File: config.mk
export PLATFORM = sky130hd
export DESIGN_NAME = nthuee_scroll_ctrl
export DESIGN_NICKNAME = d
export VERILOG_FILES = /design/src/rtl/nthuee_scroll_ctrl.sv
export SDC_FILE = /design/constraint.sdc
export NUM_CORES = 1
export LEC_CHECK = 0
export ABC_AREA = 1
export CORE_MARGIN = 10
export CORE_UTILIZATION = 60
export DETAILED_ROUTE_END_ITERATION = 6
export PLACE_DENSITY = 0.79
export SYNTH_ARGS = -nofsm -noshare
export SYNTH_HDL_FRONTEND = slang
export SYNTH_SLANG_ARGS = --single-unit
File: constraint.sdc
create_clock -name clk -period 3.15 [get_ports clk]
set_input_delay 0.315 -clock clk [delete_from_list [all_inputs] [get_ports clk]]
set_output_delay 0.315 -clock clk [all_outputs]
set_load 0.005 [all_outputs]
File: src/rtl/nthuee_scroll_ctrl.sv
// Digit scan and message scroll sequencer for the four-digit 14-segment display.
// Emits the decoder alphabet code and the active-low digit enable for the lit slot.
module nthuee_scroll_ctrl #(
   parameter int SCAN_DIV   = 50000,
   parameter int SCROLL_DIV = 25000000
) (
   input  logic       clk,
   input  logic       rst_n,
   input  logic       pause,
   input  logic       dir,
   output logic [3:0] alphabet,
   output logic [3:0] ssd_ctl
);

   localparam int SCAN_W   = (SCAN_DIV > 2) ? $clog2(SCAN_DIV) : 1;
   localparam int SCROLL_W = (SCROLL_DIV > 2) ? $clog2(SCROLL_DIV) : 1;
   localparam logic [SCAN_W-1:0]   SCAN_LAST   = SCAN_W'(SCAN_DIV - 1);
   localparam logic [SCROLL_W-1:0] SCROLL_LAST = SCROLL_W'(SCROLL_DIV - 1);

   logic [SCAN_W-1:0]   scan_cnt,   scan_cnt_nxt;
   logic [SCROLL_W-1:0] scroll_cnt, scroll_cnt_nxt;
   logic [1:0]          digit,      digit_nxt;
   logic [2:0]          ptr,        ptr_nxt;
   logic [2:0]          rom_addr;
   logic [3:0]          alphabet_nxt;
   logic [3:0]          ssd_ctl_nxt;
   logic                scan_tc;
   logic                scroll_tc;

   // "NTHUEE" followed by two blanks; blank is the decoder's all-off code.
   function automatic logic [3:0] msg_rom(input logic [2:0] addr);
      logic [3:0] code;
      case (addr)
         3'd0:    code = 4'd0;
         3'd1:    code = 4'd1;
         3'd2:    code = 4'd2;
         3'd3:    code = 4'd3;
         3'd4:    code = 4'd4;
         3'd5:    code = 4'd5;
         default: code = 4'd15;
      endcase
      return code;
   endfunction

   always_comb begin
      scan_tc        = (scan_cnt == SCAN_LAST);
      scan_cnt_nxt   = scan_tc ? '0 : scan_cnt + SCAN_W'(1);
      digit_nxt      = scan_tc ? digit + 2'd1 : digit;

      scroll_tc      = !pause && (scroll_cnt == SCROLL_LAST);
      scroll_cnt_nxt = scroll_cnt;
      ptr_nxt        = ptr;
      if (!pause) begin
         scroll_cnt_nxt = scroll_tc ? '0 : scroll_cnt + SCROLL_W'(1);
      end
      if (scroll_tc) begin
         ptr_nxt = dir ? ptr - 3'd1 : ptr + 3'd1;
      end

      // Outputs are derived from next-state so they move on the same edge as digit/ptr.
      rom_addr     = ptr_nxt + {1'b0, digit_nxt};
      alphabet_nxt = msg_rom(rom_addr);
      ssd_ctl_nxt  = ~(4'b1000 >> digit_nxt);
   end

   always_ff @(posedge clk or negedge rst_n) begin
      if (!rst_n) begin
         scan_cnt   <= '0;
         scroll_cnt <= '0;
         digit      <= 2'd0;
         ptr        <= 3'd0;
         alphabet   <= 4'd0;
         ssd_ctl    <= 4'b0111;
      end else begin
         scan_cnt   <= scan_cnt_nxt;
         scroll_cnt <= scroll_cnt_nxt;
         digit      <= digit_nxt;
         ptr        <= ptr_nxt;
         alphabet   <= alphabet_nxt;
         ssd_ctl    <= ssd_ctl_nxt;
      end
   end

endmodule

After elaboration in Yosys (flattened, before gate mapping). Index checks and enable logic that the tools add are counted.

Flip-flop bits (word level): 54. Input bits: 4. Output and inout bits: 8. Word-level logic and storage cells: 30.

Add/subtract/negate cells: 6. Equality and inequality tests: 7. Shift operators: 1. Muxes and demuxes: 6. Bitwise operators: 1. Reduce and logical (&&, ||, !) cells: 3.

Operators with widths (number): adder 25 x 1 -> 25 bit (second input constant) (1); == test 25 bit (second input constant) (1); two-way mux 25 bit (1); one-hot mux 4 bit (6 select lines) (1); adder 16 x 1 -> 16 bit (second input constant) (1); == test 16 bit (second input constant) (1); two-way mux 16 bit (1); == test 3 x 2 -> 1 bit (second input constant) (2); == test 3 bit (second input constant) (2); two-way mux 3 bit (2); inverter 4 bit (1); >> shifter 4 x 2 -> 4 bit (first input constant) (1); adder 3 x 1 -> 3 bit (second input constant) (1); adder 3 x 2 -> 3 bit (1); == test 3 x 1 -> 1 bit (second input constant) (1); zero test 3 bit (1); subtractor 3 x 1 -> 3 bit (second input constant) (1); adder 2 x 1 -> 2 bit (second input constant) (1); two-way mux 2 bit (1); logical AND 1 bit (1); zero test 1 bit (1).

Longest topological paths before layout.
Word-level depth: 6. Depth in mapped cells: 16.

Worst setup path before layout. OpenSTA, ideal clock, no wires.

Path type: register to register. Start: register scan_cnt[0]. End: register alphabet[0]. Library setup time: 117 ps. Data arrival time: 2165 ps. Data required time: 3033 ps. Slack: 867 ps. Cell stages (with the launch flop): 17. Cell sequence: dfrtp_1 -> ha_1 -> nand2_2 -> nor2_4 -> nand3_1 -> nor3_2 -> nand2_2 -> clkinv_2 -> nand2_1 -> nand2_1 -> inv_2 -> ha_1 -> fa_1 -> inv_1 -> nand3_1 -> nand3_2 -> nand2_1.

Longest elaborated chain between the ends: 5. Elaborated cells on any way between the ends: 10.

RTL lines: from (decl) (RTL line 20) `logic [SCAN_W-1:0] scan_cnt, scan_cnt_nxt;`; from (signal assigned) (RTL line 75) `scan_cnt <= scan_cnt_nxt;`; == test 16 bit (*) (RTL line 46) `scan_tc = (scan_cnt == SCAN_LAST);`; two-way mux 2 bit (*) (RTL line 48) `digit_nxt = scan_tc ? digit + 2'd1 : digit;`; named net digit_nxt[0] (RTL line 22) `logic [1:0] digit, digit_nxt;`; adder 3 x 2 -> 3 bit (*) (RTL line 61) `rom_addr = ptr_nxt + {1'b0, digit_nxt};`; == test 3 bit, or another cell as far along (RTL line 33) `case (addr)`; one-hot mux 4 bit (6 select lines) (*) (RTL line 33); named net alphabet_nxt[0] (RTL line 25) `logic [3:0] alphabet_nxt;`; to (signal assigned) (RTL line 79) `alphabet <= alphabet_nxt;`; to (decl) (RTL line 11) `output logic [3:0] alphabet,`.

The timed path passes the listed nets; every way through them passes the cells marked *. A chain may end at the register's enable or synchronous reset.

Worst setup path in the final report. Same ends and word-level chain as after synthesis.

==> metrics.yaml <==
clock_tree:
  cts.clk_slew.worst_paths_ns: 0.10
  cts_root_buffer: "clkbuf_8"
  post_cts_buffers: 0
  htree_num_levels: 2
  clk_path_buf_depth: 2
  cts_resized: 0
  cts_made_buffers: 5
  clock_latency_ns: 0.31
  clock_sinks: 54
  cts_hold_buffers: 0
  cts_tree: "done"
grt:
  antenna_found_initial: 0
  grt_pass1_vias: 2228
  grt_pass1_wl_mm: 9.48
  grt_max_degree: 30
  grt_use_total: 0.149
  grt_overflow_total: 0
die:
  start_util: 0.617
  die-height_um: 89.5
  ioPinCount: 12
  fp.coreArea_mm2: 0.00469
  rows: 25
  die_x_um: 89.5
  dieArea_mm2: 0.00800
logic_synthesis:
  netlist_instances: 360
  ys_types: 31
  synth_top_cell_area_share: 0.441
  ys_seq_area_frac: 0.468
  synth_commonest_cells: "69 x nand2_1, 60 x inv_1, 51 x dfrtp_1"
  synth_edf_count: 0
  postSynthNetCount: 369
  synth_seq_cells: 54
  synth.most_common_cell: "nand2_1"
  yosysWarnings: 0
  synth_area_leaders: "dfrtp_1 44%, nand2_1 8.9%, inv_1 7.8%"
  ys_async_sr_fraction: 1.00
  syn_avg_cell_area_um2: 8.04
  synth_area_leader_cell: "dfrtp_1"
  ys.flop_type: "dfrtp_1"
  syn-cell-area_mm2: 0.00290
sta:
  rsz0062_at_grt: "no"
  fin_setup_tns_ns: 0
  worst_pin_slew_ns: 0.553
  slew_headroom: 0.631
  fin_ws_ns: 0.654
  finalCritPeriodShare: 0.793
  fmax_mhz: 401
  holdWs_ns: -0.0234
  layout_min_cycle_time_ns: 2.50
  clock_skew_ns: 0.0100
  slew_violations: 0
  setup-violations-final: 0
  hold_violations: 25
pwr:
  totalPowerFinal_w: 0.00136
  power.density_mw_per_mm2: 428
  max-vdd-ir-drop_mv: 0.227
  p_leak_nw: 1.72
routing:
  drtIter0Drc: 156
  wl_mm: 5.26
  m1WireLength_mm: 2.41
  dr_wl_met2_mm: 2.59
  vias_per_cell: 5.25
  num_vias: 2267
  routedWlPerCell_um: 12.2
  drt_pass1_iterations: 4
  met3_length_um: 191
  antenna_left: 0
  top_layer: "met4"
  drc: 0
setup_path:
  cp_common_cell: "nand2_1"
  worstPathCellList: "ha_1, nand2_2, nor2_4, nand3_1, nor3_2, nand2_2, clkinv_2, nand2_1, nand2_1, inv_2, ha_1, fa_1, inv_1, nand3_1, nand3_2, nand2_1"
  crit_fanout: 10
  startpoint_type: "flop"
  required_ns: 3.35
  endpoint_kind: "flop"
  path_class: "flop to flop"
  critical-path-slowest-cell: "fa_1"
  max_stage_delay_ns: 0.39
  critPathArrivalTime_ns: 2.70
place:
  dpl_worst_slack_ns: 0.331
  gp_congestion: 0.913
  portBuffers: 11
  dp.final_hpwl_mm: 4.07
worst_hold_path:
  hp-class: "primary input to async pin"
finish:
  area_delta_synth_final_pct: 9.55
  drive_gt1_frac: 0.114
  n_antenna_cell: 0
  nets: 386
outcome:
  outcome: "complete, but fails checks"
  violations: "hold timing"
run:
  max_cap_viol_count: 0
final timing paths:
kind | cells after the start | startpoint | slack [ns] | endpoint
setup / recovery | 16 | scan_cnt[0]$_DFF_PN0_ | 0.65 | alphabet[0]$_DFF_PN0_
setup reg to reg | 16 | scan_cnt[0]$_DFF_PN0_ | 0.65 | alphabet[0]$_DFF_PN0_
hold reg to reg | 1 | digit[1]$_DFF_PN0_ | 0.44 | ssd_ctl[0]$_DFF_PN1_
min in group clk | 1 | digit[1]$_DFF_PN0_ | 0.44 | ssd_ctl[0]$_DFF_PN1_
hold / removal | 1 | rst_n | -0.02 | scan_cnt[5]$_DFF_PN0_
max in group asynchronous | 2 | rst_n | 2.37 | ssd_ctl[2]$_DFF_PN1_
kinds of logic after synthesis:
logic type	Yosys count	synth area share
flip-flops	54	0.468
XOR/XNOR	13	0.0393
adder cells (fa/ha/maj)	5	0.0268
AND/OR/NAND/NOR	189	0.320
AO/OA/AOI/OAI	31	0.0545
buffers and inverters	68	0.0912
layout make-up:
type	count	area, µm²
clock buffer	6	72.6
clock inverter	2	38.8
fill	367	1520
inverter	66	249
multi-input combinational	238	1280
sequential	54	1360
tap	54	67.6
timing repair buffer	12	113
registers in the layout, summed over array words and instances, names as in the netlist:
signal	count
scroll_cnt	25
ssd_ctl	4
alphabet	4
ptr	3
scan_cnt	16
digit	2
critical path, delay by kind of cell, from the launching register on:
family | cells | cell delay, ns
flops | 1 | 0.38
buf+inv | 3 | 0.27
simple gates | 10 | 0.94
fa+ha+maj | 3 | 0.79
through the flow:
stage / instances / hold WS [ns] / util / cell area, µm²
after floorplan: 360 / 0.0194 / - / 2900
after global placement: 424 / 0.350 / 0.652 / 3060
after detailed placement: 424 / 0.343 / 0.652 / 3060
after CTS: 432 / 0.000620 / 0.676 / 3170
after global routing: 432 / 0.0285 / 0.676 / 3170
final: 432 / -0.0234 / 0.676 / 3170
metal layers:
metal,GRT usage,up-vias
met1,0.173,1053
met3,0.0319,7
met2,0.268,40
met4,0.0448,0
met5,0,-
li1,-,1167
power by group:
group | internal (W) | total [W] | switching, W
Sequential | 0.000729 | 0.000774 | 0.0000449
Clock | 0.000239 | 0.000456 | 0.000218
Combinational | 0.0000462 | 0.000128 | 0.0000818
Total | 0.00101 | 0.00136 | 0.000344
cells in the final DEF, fill, tap and decap left out, types with 4 or more instances in the layout:
cell / instances
o21ai_0: 10
inv_2: 5
nor3_1: 12
dfrtp_1: 51
a21oi_1: 15
inv_1: 60
nand2_2: 7
nor2_1: 41
nand3_1: 28
clkdlybuf4s50_1: 10
nor2_2: 5
xor2_1: 9
xnor2_1: 4
clkbuf_8: 5
o21ai_1: 5
nand4_1: 8
nand2_1: 69
nor3_2: 4
Note: power is estimated with default switching activity, not from simulation.
